$ cat config.mk
export PLATFORM = sky130hd
export DESIGN_NAME = rf_wb_arbiter_flat
export DESIGN_NICKNAME = d
export VERILOG_FILES = /design/src/rtl/rf_wb_arbiter_if.sv /design/src/rtl/rf_wb_arbiter.sv /design/src/flat_wrapper.sv
export SDC_FILE = /design/constraint.sdc
export NUM_CORES = 1
export LEC_CHECK = 0
export ABC_AREA = 0
export BUFFER_PORTS_ARGS = -buffer_cell sky130_fd_sc_hd__buf_2
export CAP_MARGIN = 40
export CORE_UTILIZATION = 45
export DETAILED_ROUTE_END_ITERATION = 10
export PLACE_DENSITY = 0.76
export SLEW_MARGIN = 20
export SYNTH_ARGS = -nofsm -noshare
export SYNTH_HDL_FRONTEND = slang
export SYNTH_SLANG_ARGS = --single-unit
$ cat constraint.sdc
create_clock -name clk -period 2.5 [get_ports clk]
set_clock_uncertainty 0.2 [all_clocks]
set_input_delay 0.5 -clock clk [delete_from_list [all_inputs] [get_ports clk]]
set_output_delay 0.5 -clock clk [all_outputs]
set_load 0.03 [all_outputs]
$ cat src/rtl/rf_wb_arbiter_if.sv
// rtl/rf_wb_arbiter_if.sv - writeback request, hazard query and register-file write bundle
//
// Groups every non-clock signal of rf_wb_arbiter.
//   A requester (ALU)     : a_valid, a_rd[4:0], a_data[31:0] -> a_ready
//   B requester (LSU/mdv) : b_valid, b_rd[4:0], b_data[31:0] -> b_ready
//   Long-latency issue    : iss_valid, iss_rd[4:0]
//   Hazard query          : chk_rs1, chk_rs2, chk_rd [4:0] -> hazard
//   Register file write   : rf_we, rf_rd[4:0], rf_wdata[31:0]
// master: the pipeline/register-file side; slave: the arbiter.
interface rf_wb_arbiter_if;
  logic        a_valid;
  logic [4:0]  a_rd;
  logic [31:0] a_data;
  logic        a_ready;
  logic        b_valid;
  logic [4:0]  b_rd;
  logic [31:0] b_data;
  logic        b_ready;
  logic        iss_valid;
  logic [4:0]  iss_rd;
  logic [4:0]  chk_rs1;
  logic [4:0]  chk_rs2;
  logic [4:0]  chk_rd;
  logic        hazard;
  logic        rf_we;
  logic [4:0]  rf_rd;
  logic [31:0] rf_wdata;

  modport master (
    output a_valid, a_rd, a_data, b_valid, b_rd, b_data,
    output iss_valid, iss_rd, chk_rs1, chk_rs2, chk_rd,
    input  a_ready, b_ready, hazard, rf_we, rf_rd, rf_wdata
  );

  modport slave (
    input  a_valid, a_rd, a_data, b_valid, b_rd, b_data,
    input  iss_valid, iss_rd, chk_rs1, chk_rs2, chk_rd,
    output a_ready, b_ready, hazard, rf_we, rf_rd, rf_wdata
  );
endinterface

$ cat src/rtl/rf_wb_arbiter.sv
// rtl/rf_wb_arbiter.sv - register-file write-port arbiter with pending-write scoreboard
//
// Shares the single register-file write port between the single-cycle ALU
// path (A) and the multi-cycle LSU/mul-div path (B). B normally wins; A is
// forced through after STARVE_LIMIT consecutive losses. A 32-entry pending
// scoreboard tracks long-latency destinations and raises hazard to issue.
// Ports:
//   clk : rising-edge clock
//   rst : synchronous, active-high reset
//   bus : rf_wb_arbiter_if.slave (requests, grants, hazard query, RF write)
module rf_wb_arbiter #(
  parameter int STARVE_LIMIT = 4,
  parameter int CNT_W        = 4
) (
  input  logic           clk,
  input  logic           rst,
  rf_wb_arbiter_if.slave bus
);

  logic [CNT_W-1:0] r_starve_cnt;
  logic [31:0]      r_pending;
  logic             r_rf_we;
  logic [4:0]       r_rf_rd;
  logic [31:0]      r_rf_wdata;

  logic             w_force_a;
  logic             w_grant_a;
  logic             w_grant_b;
  logic [31:0]      w_pend_view;
  logic [31:0]      w_set_mask;
  logic [31:0]      w_clr_mask;

  assign w_force_a = (r_starve_cnt == CNT_W'(STARVE_LIMIT));

  // At most one grant; nothing is granted while reset is held.
  always_comb begin
    w_grant_a = 1'b0;
    w_grant_b = 1'b0;
    if (!rst) begin
      if (bus.a_valid && (!bus.b_valid || w_force_a)) begin
        w_grant_a = 1'b1;
      end else if (bus.b_valid) begin
        w_grant_b = 1'b1;
      end
    end
  end

  assign bus.a_ready = w_grant_a;
  assign bus.b_ready = w_grant_b;

  // Entry 0 is masked on the read side so x0 can never report a hazard.
  assign w_pend_view = {r_pending[31:1], 1'b0};
  assign bus.hazard  = w_pend_view[bus.chk_rs1] | w_pend_view[bus.chk_rs2] |
                       w_pend_view[bus.chk_rd];

  assign w_set_mask = (bus.iss_valid && (bus.iss_rd != 5'd0)) ? (32'd1 << bus.iss_rd) : 32'd0;
  assign w_clr_mask = w_grant_b ? (32'd1 << bus.b_rd) : 32'd0;

  always_ff @(posedge clk) begin
    if (rst) begin
      r_starve_cnt <= '0;
      r_pending    <= '0;
      r_rf_we      <= 1'b0;
      r_rf_rd      <= 5'd0;
      r_rf_wdata   <= 32'd0;
    end else begin
      // Starvation count: reset whenever A wins or stops asking.
      if (w_grant_a || !bus.a_valid) begin
        r_starve_cnt <= '0;
      end else if (!w_force_a) begin
        r_starve_cnt <= r_starve_cnt + 1'b1;
      end

      // Clear applied before set so an issue to the same register wins.
      r_pending <= (r_pending & ~w_clr_mask) | w_set_mask;

      if (w_grant_a) begin
        r_rf_we    <= (bus.a_rd != 5'd0);
        r_rf_rd    <= bus.a_rd;
        r_rf_wdata <= bus.a_data;
      end else if (w_grant_b) begin
        r_rf_we    <= (bus.b_rd != 5'd0);
        r_rf_rd    <= bus.b_rd;
        r_rf_wdata <= bus.b_data;
      end else begin
        r_rf_we    <= 1'b0;
      end
    end
  end

  assign bus.rf_we    = r_rf_we;
  assign bus.rf_rd    = r_rf_rd;
  assign bus.rf_wdata = r_rf_wdata;

endmodule
$ cat src/flat_wrapper.sv
// flat-port wrapper written by rule: the top's interface ports become plain ports
module rf_wb_arbiter_flat 
#(
  parameter int STARVE_LIMIT = 4,
  parameter int CNT_W        = 4
)
  (clk, rst, bus_a_valid, bus_a_rd, bus_a_data, bus_b_valid, bus_b_rd, bus_b_data, bus_iss_valid, bus_iss_rd, bus_chk_rs1, bus_chk_rs2, bus_chk_rd, bus_a_ready, bus_b_ready, bus_hazard, bus_rf_we, bus_rf_rd, bus_rf_wdata);
  rf_wb_arbiter_if bus_i ();
  input  logic clk;
  input  logic rst;
  input wire logic [$bits(bus_i.a_valid)-1:0] bus_a_valid;
  input wire logic [$bits(bus_i.a_rd)-1:0] bus_a_rd;
  input wire logic [$bits(bus_i.a_data)-1:0] bus_a_data;
  input wire logic [$bits(bus_i.b_valid)-1:0] bus_b_valid;
  input wire logic [$bits(bus_i.b_rd)-1:0] bus_b_rd;
  input wire logic [$bits(bus_i.b_data)-1:0] bus_b_data;
  input wire logic [$bits(bus_i.iss_valid)-1:0] bus_iss_valid;
  input wire logic [$bits(bus_i.iss_rd)-1:0] bus_iss_rd;
  input wire logic [$bits(bus_i.chk_rs1)-1:0] bus_chk_rs1;
  input wire logic [$bits(bus_i.chk_rs2)-1:0] bus_chk_rs2;
  input wire logic [$bits(bus_i.chk_rd)-1:0] bus_chk_rd;
  output wire logic [$bits(bus_i.a_ready)-1:0] bus_a_ready;
  output wire logic [$bits(bus_i.b_ready)-1:0] bus_b_ready;
  output wire logic [$bits(bus_i.hazard)-1:0] bus_hazard;
  output wire logic [$bits(bus_i.rf_we)-1:0] bus_rf_we;
  output wire logic [$bits(bus_i.rf_rd)-1:0] bus_rf_rd;
  output wire logic [$bits(bus_i.rf_wdata)-1:0] bus_rf_wdata;
  assign bus_i.a_valid = bus_a_valid;
  assign bus_i.a_rd = bus_a_rd;
  assign bus_i.a_data = bus_a_data;
  assign bus_i.b_valid = bus_b_valid;
  assign bus_i.b_rd = bus_b_rd;
  assign bus_i.b_data = bus_b_data;
  assign bus_i.iss_valid = bus_iss_valid;
  assign bus_i.iss_rd = bus_iss_rd;
  assign bus_i.chk_rs1 = bus_chk_rs1;
  assign bus_i.chk_rs2 = bus_chk_rs2;
  assign bus_i.chk_rd = bus_chk_rd;
  assign bus_a_ready = bus_i.a_ready;
  assign bus_b_ready = bus_i.b_ready;
  assign bus_hazard = bus_i.hazard;
  assign bus_rf_we = bus_i.rf_we;
  assign bus_rf_rd = bus_i.rf_rd;
  assign bus_rf_wdata = bus_i.rf_wdata;
  rf_wb_arbiter #(.STARVE_LIMIT(STARVE_LIMIT), .CNT_W(CNT_W)) u_core (.clk(clk), .rst(rst), .bus(bus_i));
endmodule
Yosys cells after proc, flatten, opt, wreduce, memory -nomap -nowiden
Cells that the tools add are included.
{ "classes": {"add_sub_neg": 1, "order_cmp": 3, "n_eq_ne": 1, "shifts": 2, "muxes": 19, "bitwise": 5, "n_reduce_logical": 11} }
{ "op_table": {"columns": ["operator", "n"], "rows": [
  ["$mux W32", 4],
  ["$shl A1 B5 Y32 const A", 2],
  ["$and A32 B32 Y32", 1],
  ["$not A32 Y32", 1],
  ["$or A32 B32 Y32", 1],
  ["$lt A5 B6 Y1 const B", 3],
  ["$bmux W1 S5", 3],
  ["$reduce_bool A5 Y1", 3],
  ["$mux W1", 10],
  ["$mux W5", 2],
  ["$add A4 B1 Y4 const B", 1],
  ["$eq A4 B3 Y1 const B", 1],
  ["$logic_and A1 B1 Y1", 2],
  ["$logic_not A1 Y1", 2],
  ["$logic_or A1 B1 Y1", 2],
  ["$or A1 B1 Y1", 2],
  ["$reduce_bool A2 Y1", 1],
  ["$reduce_or A2 Y1", 1]
]} }
{ "word_totals": {"regBits": 74, "out_inout_bits": 41, "elab_cells": 47} }

Logic depth before layout (Yosys ltp)
Gate-level depths: netlist of run 1.
{ "logic_depth": {"depth_word": 9, "ltp_mapped": 9, "ltp_nobuf": 8} }

Least setup slack after synthesis of run 1
Ideal clock, no wire load.
{ "synth_timing": {"path_kind": "input-to-output", "from": "in bus_chk_rs2[1]", "to": "out bus_hazard", "t_arrival_ns": 2.184, "t_required_ns": 1.800, "setup_slack_ns": -0.384, "path_stages": 6, "cell_sequence": "buf_2 -> mux4_2 -> nand2b_1 -> and3_1 -> a2111oi_4 -> nand4_1"} }
{ "synth_via": {"elab_chain_len": 4} }
{ "synth_lines": {"columns": ["element", "line_no", "text"], "rows": [
  ["start: declaration", "flat_wrapper.sv:20", "input wire logic [$bits(bus_i.chk_rs2)-1:0] bus_chk_rs2;"],
  ["$bmux W1 S5", "rf_wb_arbiter.sv:53", "assign bus.hazard = w_pend_view[bus.chk_rs1] | w_pend_view[bus.chk_rs2] |"],
  ["$mux W1 (implied by the code)", "rf_wb_arbiter.sv:53", null],
  ["$or A1 B1 Y1 (2 in a row)", "rf_wb_arbiter.sv:53", null],
  ["end: declaration", "flat_wrapper.sv:24", "output wire logic [$bits(bus_i.hazard)-1:0] bus_hazard;"]
]} }
No other way between the ends. The select of a mux whose other input is x is not followed.

Final worst setup path of run 1
{ "layout_timing": {"from": "in bus_chk_rs1[0]", "to": "out bus_hazard"} }
{ "layout_via": {"elab_chain_len": 4} }
{ "layout_lines": {"columns": ["element", "line_no", "text"], "rows": [
  ["start: declaration", "flat_wrapper.sv:19", "input wire logic [$bits(bus_i.chk_rs1)-1:0] bus_chk_rs1;"],
  ["$bmux W1 S5", "rf_wb_arbiter.sv:53", null],
  ["$mux W1 (implied by the code)", "rf_wb_arbiter.sv:53", null],
  ["$or A1 B1 Y1 (2 in a row)", "rf_wb_arbiter.sv:53", null]
]} }
No other way between the ends. The select of a mux whose other input is x is not followed.

==> results of run 1 <==
## metrics by stage
| step | utilization (%) | power [mW] | hold slack, ns | instances | instance area [sq um] |
|---|---|---|---|---|---|
| CTS | 60.8 | 2.91 | 0.191 | 720 | 5090 |
| global placement | 57.6 | 1.76 | 0.244 | 703 | 4820 |
| global route | 60.8 | 3.01 | 0.192 | 720 | 5100 |
| finish | 60.8 | 2.91 | 0.197 | 720 | 5100 |
| detailed placement | 57.6 | 1.77 | 0.262 | 703 | 4820 |
| floorplan | - | 1.56 | 0.230 | 477 | 3990 |
## worst min-delay path: stages
cell and delay, ns:
buf_2 0.09, nand2_1 0.05, a311oi_1 0.07
## what timing repair did
action,CTS,global route
pin swaps,1,0
setup buffers,1,0
endpoints found under the setup margin,1,2
gates cloned,0,0
hold endpoints to repair,0,0
hold buffers,0,0
gates resized for setup,8,4
## cell usage in the layout (no fill, tap or decap), drive strengths merged, types with 2 or more instances in the layout
| master | synthesis | final |
|---|---|---|
| nor2b | 6 | 6 |
| buf | 9 | 160 |
| or4 | 2 | 2 |
| nand3b | 9 | 9 |
| inv | 8 | 9 |
| nand2 | 100 | 100 |
| mux4 | 19 | 19 |
| nand2b | 2 | 2 |
| a21oi | 33 | 33 |
| clkbuf | 30 | 11 |
| nor3b | 5 | 5 |
| clkinvlp | 0 | 2 |
| nand4 | 2 | 2 |
| and3 | 5 | 5 |
| o21ai | 32 | 32 |
| nor3 | 4 | 4 |
| a311oi | 38 | 38 |
| nor2 | 48 | 48 |
| ha | 2 | 2 |
| dfxtp | 73 | 73 |
| or3 | 2 | 2 |
| mux2 | 2 | 2 |
| mux2i | 12 | 12 |
| nand3 | 17 | 17 |
| bufinv | 0 | 3 |
## synthesized netlist by cell type, drive strengths merged (2+ instances only)
| cell | number |
|---|---|
| a21oi | 33 |
| a311oi | 38 |
| and3 | 5 |
| buf | 9 |
| clkbuf | 30 |
| dfxtp | 73 |
| ha | 2 |
| inv | 8 |
| mux2 | 2 |
| mux2i | 12 |
| mux4 | 19 |
| nand2 | 100 |
| nand2b | 2 |
| nand3 | 17 |
| nand3b | 9 |
| nand4 | 2 |
| nor2 | 48 |
| nor2b | 6 |
| nor3 | 4 |
| nor3b | 5 |
| o21ai | 32 |
| or3 | 2 |
| or4 | 2 |
## metal layers
| metal | global-route usage (%) | share of wire (%) |
|---|---|---|
| met5 | 0 | 0 |
| met4 | 9.33 | 1.9 |
| met2 | 44.5 | 51 |
| met3 | 4.74 | 6.6 |
| met1 | 33.9 | 41 |
## registers in the layout, summed over array words and instances (netlist names)
signal / flops
u_core.bus.rf_rd: 5
u_core.bus.rf_we: 1
u_core.bus.rf_wdata: 32
u_core.r_starve_cnt: 4
u_core.r_pending: 31
## power by group
group	switching (mW)	internal, mW
clock network	0.463	0.694
registers	0.0309	1.21
logic	0.310	0.195
## final timing paths
check | from | to | slack [ns] | cells after the start
worst min-delay path | bus_b_data[4] | u_core.bus.rf_wdata[4]$_SDFFE_PP0P_ | 0.20 | 3
worst max register to register | u_core.r_starve_cnt[0]$_SDFFE_PP0N_ | u_core.bus.rf_wdata[13]$_SDFFE_PP0P_ | 0.42 | 8
worst max-delay path | bus_chk_rs1[0] | bus_hazard | -0.32 | 7
worst min register to register | u_core.r_starve_cnt[0]$_SDFFE_PP0N_ | u_core.r_starve_cnt[0]$_SDFFE_PP0N_ | 0.27 | 1
## final cells by class
class	count	area (sq um)
clock buffers	10	138
clock inverters	6	114
fillers	762	3280
inverters	8	30.0
multi-input cells	357	2320
flip-flops and latches	73	1470
well taps	105	131
repair buffers	161	895
## kinds of logic (layout without fill, tap and decap cells)
kind of cell	count (synthesis)	count (layout)
buffers and inverters	47	185
AND/OR/NAND/NOR	208	208
XOR/XNOR	1	1
AO/OA/AOI/OAI	113	113
adder cells (fa/ha/maj)	2	2
multiplexers	33	33
flip-flops	73	73
==> results.sh, run 1 <==
export IMPL_outcome="finished with violations"
export IMPL_violations="setup timing"
export IMPL_synth_compound_area_share_pct=19.1
export IMPL_insertion_delay_ns=0.34
export IMPL_cts_tree="built"
export IMPL_synthFlopType="dfxtp_1"
export IMPL_rsz0062_at_grt="yes"
export IMPL_drcViolationCount=0
export IMPL_synth_edf_count=0
export IMPL_irDropWorstVdd_mv=0.332
export IMPL_grt_pass1_vias=3896
export IMPL_clockBufferDepth=2
export IMPL_antennaDiodeCount=0
export IMPL_drt_wl_total_microns=12300
export IMPL_ys_warn_count=0
export IMPL_synth_cell_types=45
export IMPL_track_usage_pct=26.4
export IMPL_synth_xor_area_share_pct=0.221
export IMPL_start_util_pct=47.3
export IMPL_synth_seq_area_share_pct=36.9
export IMPL_synth_top_area_share_pct=36.9
export IMPL_power_density_mw_per_mm2=570
export IMPL_setup_violations=1
export IMPL_synth_simple_gate_area_share_pct=23.7
export IMPL_leakage_nw=2.13
export IMPL_cp_max_fo=5
export IMPL_grt_pass1_wl_microns=18600
export IMPL_vias_per_cell=5.89
export IMPL_vias=4244
export IMPL_numCtsBuffers=9
export IMPL_period_minus_slack_ns=2.82
export IMPL_antenna_found_initial=0
export IMPL_grt_max_degree=66
export IMPL_hold_path_class="primary input to flip-flop"
export IMPL_path_cells="buf_2, mux4_2, nand3b_1, a21boi_0, a2111oi_4, nand4_1, buf_6"
export IMPL_synth_adder_area_share_pct=0.631
export IMPL_tns_ns=-0.318
export IMPL_cp_required_ns=1.80
export IMPL_slew_headroom_pct=57.8
export IMPL_cp_slowest_cell="mux4_2"
export IMPL_synth_top_family_by_area="simple AND/OR/NAND/NOR gates"
export IMPL_cts_root_buf="clkbuf_8"
export IMPL_die_w_microns=95.9
export IMPL_worstMarginPinSlew_ns=0.632
export IMPL_crit_arrival_ns=2.12
export IMPL_place_ws_ns=-0.329
export IMPL_finalCritPeriodShare_pct=113
export IMPL_synthTopCellsByArea="dfxtp_1, nand2_1, mux4_2"
export IMPL_ios=140
export IMPL_dr_pass1_iters=5
export IMPL_core_sq_mm=0.00838
export IMPL_yosys_register_bits=73
export IMPL_clk_pin_slew_ns=0.09
export IMPL_finalHoldViolCount=0
export IMPL_max_cap_viol_count=0
export IMPL_async_flop_share_pct=0
export IMPL_drt_iter0_markers=287
export IMPL_cts_sinks=73
export IMPL_place_hpwl_microns=9300
export IMPL_syn_num_nets=578
export IMPL_die_h_microns=95.9
export IMPL_setup_ws_ns=-0.318
export IMPL_fp_dieArea_sq_mm=0.00919
export IMPL_drv_slew=0
export IMPL_routedWlPerCell_microns=17.1
export IMPL_final_nets=711
export IMPL_crit_family="multiplexers"
export IMPL_yosys_area_top_type="dfxtp_1"
export IMPL_cp_slowest_stage_delay_ns=0.52
export IMPL_grt_overflow_total=0
export IMPL_gp_congestion=0.946
export IMPL_port_buffers=139
export IMPL_syn_avg_cell_area_sq_um=8.31
export IMPL_criticalPathCategory="primary input to output pin"
export IMPL_synthMuxAreaShare_pct=14.8
export IMPL_cp_end_kind="output pin"
export IMPL_start_kind="primary input"
export IMPL_critPathBufInv=2
export IMPL_synth_cells=477
export IMPL_syn_to_final_growth_pct=28.6
export IMPL_synth_area_sq_mm=0.00397
export IMPL_timing_fmax_mhz=355
export IMPL_drive_gt1_share_pct=34.0
export IMPL_ant_nets=0
export IMPL_fp_row_count=33
export IMPL_htreeDepth=3
Power figures use the tool's default switching activity.
==> run 2, diff against run 1 <==
REMOVE_ABC_BUFFERS = 1   (was default)
==> run 2 against run 1 <==
The flow still finishes with violations (setup timing). Maximum frequency decreased by 0.53%. Non-clock buffer count grew 20. Core utilization grew 1.2 points. Die area is the same. Sequential cell count stayed put. Count of clock-buffer cells in the layout grew 2. Sequential share of layout area is 0.55 points lower.
==> results.sh, run 2 (synthesized netlist as in run 1, its figures left out) <==
export IMPL_slew_headroom_pct=53.9
export IMPL_place_hpwl_microns=9090
export IMPL_r2r_start="u_core.r_starve_cnt[0]$_SDFFE_PP0N_"
export IMPL_track_usage_pct=27.5
export IMPL_outcome="finished with violations"
export IMPL_antenna_found_initial=0
export IMPL_cp_max_fo=4
export IMPL_drt_iter0_markers=410
export IMPL_worstHoldStart="bus_b_data[9]"
export IMPL_routedWlPerCell_microns=16.7
export IMPL_setup_violations=1
export IMPL_ios=140
export IMPL_port_buffers=139
export IMPL_gp_congestion=0.944
export IMPL_max_cap_viol_count=0
export IMPL_worstMarginPinSlew_ns=0.691
export IMPL_largest_register_ff_count=32
export IMPL_grt_pass1_vias=3913
export IMPL_antennaDiodeCount=0
export IMPL_start_util_pct=47.3
export IMPL_die_w_microns=95.9
export IMPL_path_cells="buf_4, buf_6, mux4_2, o2bb2ai_2, a311oi_1, nor4_1, nand4_1, buf_6"
export IMPL_cp_slowest_stage_delay_ns=0.51
export IMPL_place_ws_ns=-0.479
export IMPL_fillers=722
export IMPL_grt_overflow_total=0
export IMPL_grt_max_degree=76
export IMPL_cp_end_kind="output pin"
export IMPL_mostFrequentLayoutCell="buf_2"
export IMPL_fp_dieArea_sq_mm=0.00919
export IMPL_drv_slew=0
export IMPL_cp_slowest_cell="mux4_2"
export IMPL_period_minus_slack_ns=2.83
export IMPL_finalHoldViolCount=0
export IMPL_multiInputGateArea_sq_mm=0.00233
export IMPL_core_sq_mm=0.00838
export IMPL_whs_ns=0.207
export IMPL_grt_pass1_wl_microns=19100
export IMPL_dp_cells=715
export IMPL_drcViolationCount=0
export IMPL_setup_ws_ns=-0.333
export IMPL_startpoint="bus_chk_rd[0]"
export IMPL_crit_arrival_ns=2.13
export IMPL_vias_per_cell=5.78
export IMPL_die_h_microns=95.9
export IMPL_cts_root_buf="clkbuf_8"
export IMPL_insertion_delay_ns=0.34
export IMPL_cp_required_ns=1.80
export IMPL_criticalPathCategory="primary input to output pin"
export IMPL_numCtsBuffers=9
export IMPL_drive_gt1_share_pct=36.4
export IMPL_drt_wl_total_microns=12400
export IMPL_violations="setup timing"
export IMPL_start_kind="primary input"
export IMPL_rsz0062_at_grt="yes"
export IMPL_hold_path_class="primary input to flip-flop"
export IMPL_clockBufferDepth=2
export IMPL_finalCritPeriodShare_pct=113
export IMPL_ant_nets=0
export IMPL_final_cell_mix="buf_2, nand2_1, dfxtp_1, nor2_1, a311oi_1"
export IMPL_cts_hold_buf=0
export IMPL_timing_fmax_mhz=353
export IMPL_htreeDepth=3
export IMPL_dr_pass1_iters=6
export IMPL_cts_sinks=73
export IMPL_syn_to_final_growth_pct=31.1
export IMPL_cts_tree="built"
export IMPL_fp_row_count=33
export IMPL_path_common_cell="buf_6"
export IMPL_leakage_nw=2.20
export IMPL_irDropWorstVdd_mv=0.337
export IMPL_layout_cells_non_filler=739
export IMPL_final_seq_area_sq_mm=0.00147
export IMPL_clk_pin_slew_ns=0.08
export IMPL_final_nets=731
export IMPL_power_density_mw_per_mm2=493
export IMPL_vias=4271
[run 2: changes by cell type in the layout (fill, tap and decap cells not counted), sizes merged]
cell,previous run,this run
buf,160,180
bufinv,3,0
clkbuf,11,13
clkinv,0,2
clkinvlp,2,1
inv,9,8
[run 2: metal layers]
metal	wire length [microns]	GRT usage, %
met5	0	0
met1	4900	33.6
met2	5920	44.5
met4	335	13.2
met3	1220	7.90
[run 2: worst max-delay path, delay by kind of cell]
| family | cells | cell delay [ns] |
|---|---|---|
| compound gates | 2 | 0.21 |
| simple gates | 2 | 0.50 |
| buf+inv | 3 | 0.40 |
| mux | 1 | 0.51 |
[run 2: final timing paths]
path / to / slack (ns) / cells past startpoint
worst max-delay path: bus_hazard / -0.33 / 8
worst min-delay path: u_core.bus.rf_wdata[9]$_SDFFE_PP0P_ / 0.21 / 3
worst max register to register: u_core.r_pending[3]$_SDFF_PP0_ / 0.24 / 8
worst min register to register: u_core.r_starve_cnt[0]$_SDFFE_PP0N_ / 0.27 / 1
[run 2: area by class of cell]
| class | count | area share, % |
|---|---|---|
| Multi-Input combinational cell | 357 | 44.9 |
| Clock buffer | 12 | 2.79 |
| Clock inverter | 3 | 0.337 |
| Timing Repair Buffer | 181 | 20.6 |
| Sequential cell | 73 | 28.3 |
| Inverter | 8 | 0.577 |
| Tap cell | 105 | 2.53 |
[run 2: report_power, final]
group / switching (mW) / leakage [nW] / total [mW] / internal, mW
Sequential: 0.0302 / 0.600 / 1.24 / 1.21
Clock: 0.415 / 0.0822 / 0.794 / 0.379
Combinational: 0.314 / 1.52 / 0.522 / 0.208
Total: 0.760 / 2.20 / 2.56 / 1.80
[run 2: stage by stage]
step                      setup TNS (ns)  power, mW  utilization [%]  cell area [sq um]
after global placement            -0.447       1.76             58.4               4900
after global routing              -0.404       2.67             62.0               5200
after CTS                         -0.337       2.56             61.2               5130
after floorplan                   -44.28       1.51                -               3810
after detailed placement          -0.479       1.77             58.4               4900
final                             -0.333       2.56             62.0               5200
[run 2: timing repair]
| item | CTS | global route |
|---|---|---|
| setup buffers | 3 | 6 |
| resized for setup | 19 | 12 |
| endpoints found under the setup margin | 1 | 2 |
| pin swaps | 4 | 5 |
==> run 3, diff against run 2 <==
CTS_BUF_LIST = sky130_fd_sc_hd__clkbuf_4 sky130_fd_sc_hd__clkbuf_8 sky130_fd_sc_hd__clkbuf_16   (was default)
SKIP_CTS_REPAIR_TIMING = 1   (was default)
==> run 3 against run 2 <==
The run still ends with setup timing left. Combinational power decreased by 1%. Final cell count decreased by 0.41%. Maximum frequency decreased by 0.11%. Critical path depth decreased by 1. Design area decreased by 0.77%. Count of clock-buffer cells in the layout unchanged. Via count decreased by 1.2%. Worst hold slack improved by 0.0032 ns. Register-to-register slack about the same. Routed wire length decreased by 0.92%. Critical path type is now flip-flop to output pin. Largest power group unchanged.
==> results.sh, run 3 (synthesized netlist as in run 1, its figures left out) <==
export IMPL_vias_per_cell=5.73
export IMPL_outcome="finished with violations"
export IMPL_drv_slew=0
export IMPL_gp_congestion=0.944
export IMPL_irDropWorstVdd_mv=0.336
export IMPL_swShare_pct=29.4
export IMPL_criticalPathCategory="flip-flop to output pin"
export IMPL_fillers=724
export IMPL_cp_endpoint="bus_hazard"
export IMPL_htreeDepth=3
export IMPL_dr_pass1_iters=5
export IMPL_whs_ns=0.210
export IMPL_final_nets=728
export IMPL_worstReg2RegEnd="u_core.r_pending[2]$_SDFF_PP0_"
export IMPL_grt_pass1_wl_microns=19000
export IMPL_vias=4219
export IMPL_start_util_pct=47.3
export IMPL_drt_iter0_markers=472
export IMPL_startpoint="u_core.r_pending[17]$_SDFF_PP0_"
export IMPL_leakage_nw=2.19
export IMPL_p_sw_uw=757
export IMPL_fin_util_pct=61.6
export IMPL_timing_fmax_mhz=353
export IMPL_final_seq_area_sq_mm=0.00147
export IMPL_final_cell_mix="buf_2, nand2_1, dfxtp_1, nor2_1, a311oi_1"
export IMPL_cts_tree="built"
export IMPL_die_w_microns=95.9
export IMPL_largest_register_ff_count=32
export IMPL_insertion_delay_ns=0.33
export IMPL_fp_dieArea_sq_mm=0.00919
export IMPL_finalCritPeriodShare_pct=113
export IMPL_finalHoldViolCount=0
export IMPL_grt_pass1_vias=3889
export IMPL_multiInputGateArea_sq_mm=0.00232
export IMPL_cp_required_ns=1.80
export IMPL_setup_violations=1
export IMPL_crit_arrival_ns=2.14
export IMPL_numCtsBuffers=9
export IMPL_dp_cells=715
export IMPL_clk_pin_slew_ns=0.08
export IMPL_layout_cells_non_filler=736
export IMPL_cts_sinks=73
export IMPL_mostFrequentLayoutCell="buf_2"
export IMPL_grt_max_degree=76
export IMPL_power_frac_comb_pct=20.0
export IMPL_violations="setup timing"
export IMPL_r2r_start="u_core.r_starve_cnt[0]$_SDFFE_PP0N_"
export IMPL_seqPwrFrac_pct=48.3
export IMPL_p_int_mw=1.82
export IMPL_hold_path_class="primary input to flip-flop"
export IMPL_setup_ws_ns=-0.336
export IMPL_syn_to_final_growth_pct=30.1
export IMPL_worstMarginPinSlew_ns=0.707
export IMPL_period_minus_slack_ns=2.84
export IMPL_start_kind="flip-flop"
export IMPL_cp_max_fo=3
export IMPL_place_hpwl_microns=9090
export IMPL_port_buffers=139
export IMPL_ff2ff_setup_slack_ns=0.23
export IMPL_cts_root_buf="clkbuf_8"
export IMPL_ios=140
export IMPL_clockBufferDepth=2
export IMPL_drive_gt1_share_pct=35.7
export IMPL_rsz0062_at_grt="yes"
export IMPL_core_sq_mm=0.00838
export IMPL_antennaDiodeCount=0
export IMPL_cp_end_kind="output pin"
export IMPL_fp_row_count=33
export IMPL_slew_headroom_pct=52.9
export IMPL_track_usage_pct=27.3
export IMPL_clkPwrFrac_pct=31.7
export IMPL_routedWlPerCell_microns=16.7
export IMPL_drcViolationCount=0
export IMPL_worst_r2r_path_depth=8
export IMPL_grt_overflow_total=0
export IMPL_drt_wl_total_microns=12300
export IMPL_antenna_found_initial=0
export IMPL_die_h_microns=95.9
export IMPL_power_density_mw_per_mm2=499
export IMPL_max_cap_viol_count=0
export IMPL_ant_nets=0
run 3: changes by cell type in the layout (fill, tap and decap cells not counted):
cell and delta:
buf_2 +1, buf_6 -4, clkbuf_1 -2, clkbuf_4 +2, dfxtp_1 +2, dfxtp_2 -4
dfxtp_4 +2, mux4_1 +1, mux4_2 -1, nand2b_1 +1, nand2b_4 -1, o2bb2ai_1 +1
o2bb2ai_2 -1
run 3: final cells by class:
| class | instances | share of cell area (%) |
|---|---|---|
| multi-input cells | 357 | 45.0 |
| clock buffers | 12 | 2.96 |
| clock inverters | 3 | 0.339 |
| well taps | 105 | 2.55 |
| repair buffers | 178 | 20.0 |
| flip-flops and latches | 73 | 28.6 |
| inverters | 8 | 0.582 |
run 3: critical path: stages (launching register included):
cell,delay (ns)
dfxtp_2,0.33
buf_6,0.11
mux4_2,0.43
nand2b_1,0.17
and3_4,0.16
a2111oi_4,0.26
nand4_1,0.15
buf_6,0.17
run 3: stage by stage:
step	area, sq um	TNS [ns]	total power, mW	worst slack [ns]
after floorplan	3810	-44.28	1.51	-0.862
after global placement	4900	-0.447	1.76	-0.447
after detailed placement	4900	-0.479	1.77	-0.479
after CTS	5070	-0.495	2.57	-0.495
after global routing	5160	-0.434	2.68	-0.434
final	5160	-0.336	2.57	-0.336
run 3: how the worst min path moves through the flow:
stage / start / endpoint / slack (ns) / cells after the start
after global routing: bus_b_data[8] / u_core.bus.rf_wdata[8]$_SDFFE_PP0P_ / 0.20 / 3
after floorplan: u_core.r_starve_cnt[0]$_SDFFE_PP0N_ / u_core.r_starve_cnt[0]$_SDFFE_PP0N_ / 0.23 / 1
after CTS: bus_b_data[9] / u_core.bus.rf_wdata[9]$_SDFFE_PP0P_ / 0.20 / 3
after detailed placement: u_core.r_starve_cnt[0]$_SDFFE_PP0N_ / u_core.r_starve_cnt[0]$_SDFFE_PP0N_ / 0.26 / 1
final: bus_b_data[9] / u_core.bus.rf_wdata[9]$_SDFFE_PP0P_ / 0.21 / 3
after global placement: u_core.r_starve_cnt[0]$_SDFFE_PP0N_ / u_core.r_starve_cnt[0]$_SDFFE_PP0N_ / 0.24 / 1
run 3: power by group through the flow:
stage	combinational (mW)	sequential [mW]	clock, mW
4_1_cts	0.502	1.24	0.827
3_3_place_gp	0.492	1.27	0
3_5_place_dp	0.502	1.27	0
2_1_floorplan	0.161	1.35	0
5_1_grt	0.553	1.25	0.881
6_report	0.515	1.24	0.815
run 3: metal layers:
metal  wire length, microns  global-route usage (%)  up-vias
li1                       -                       -     2028
met1                   4930                    33.7     1946
met2                   5930                    44.5      215
met3                   1140                    7.66       30
met4                    257                    12.2        0
met5                      0                       0        -
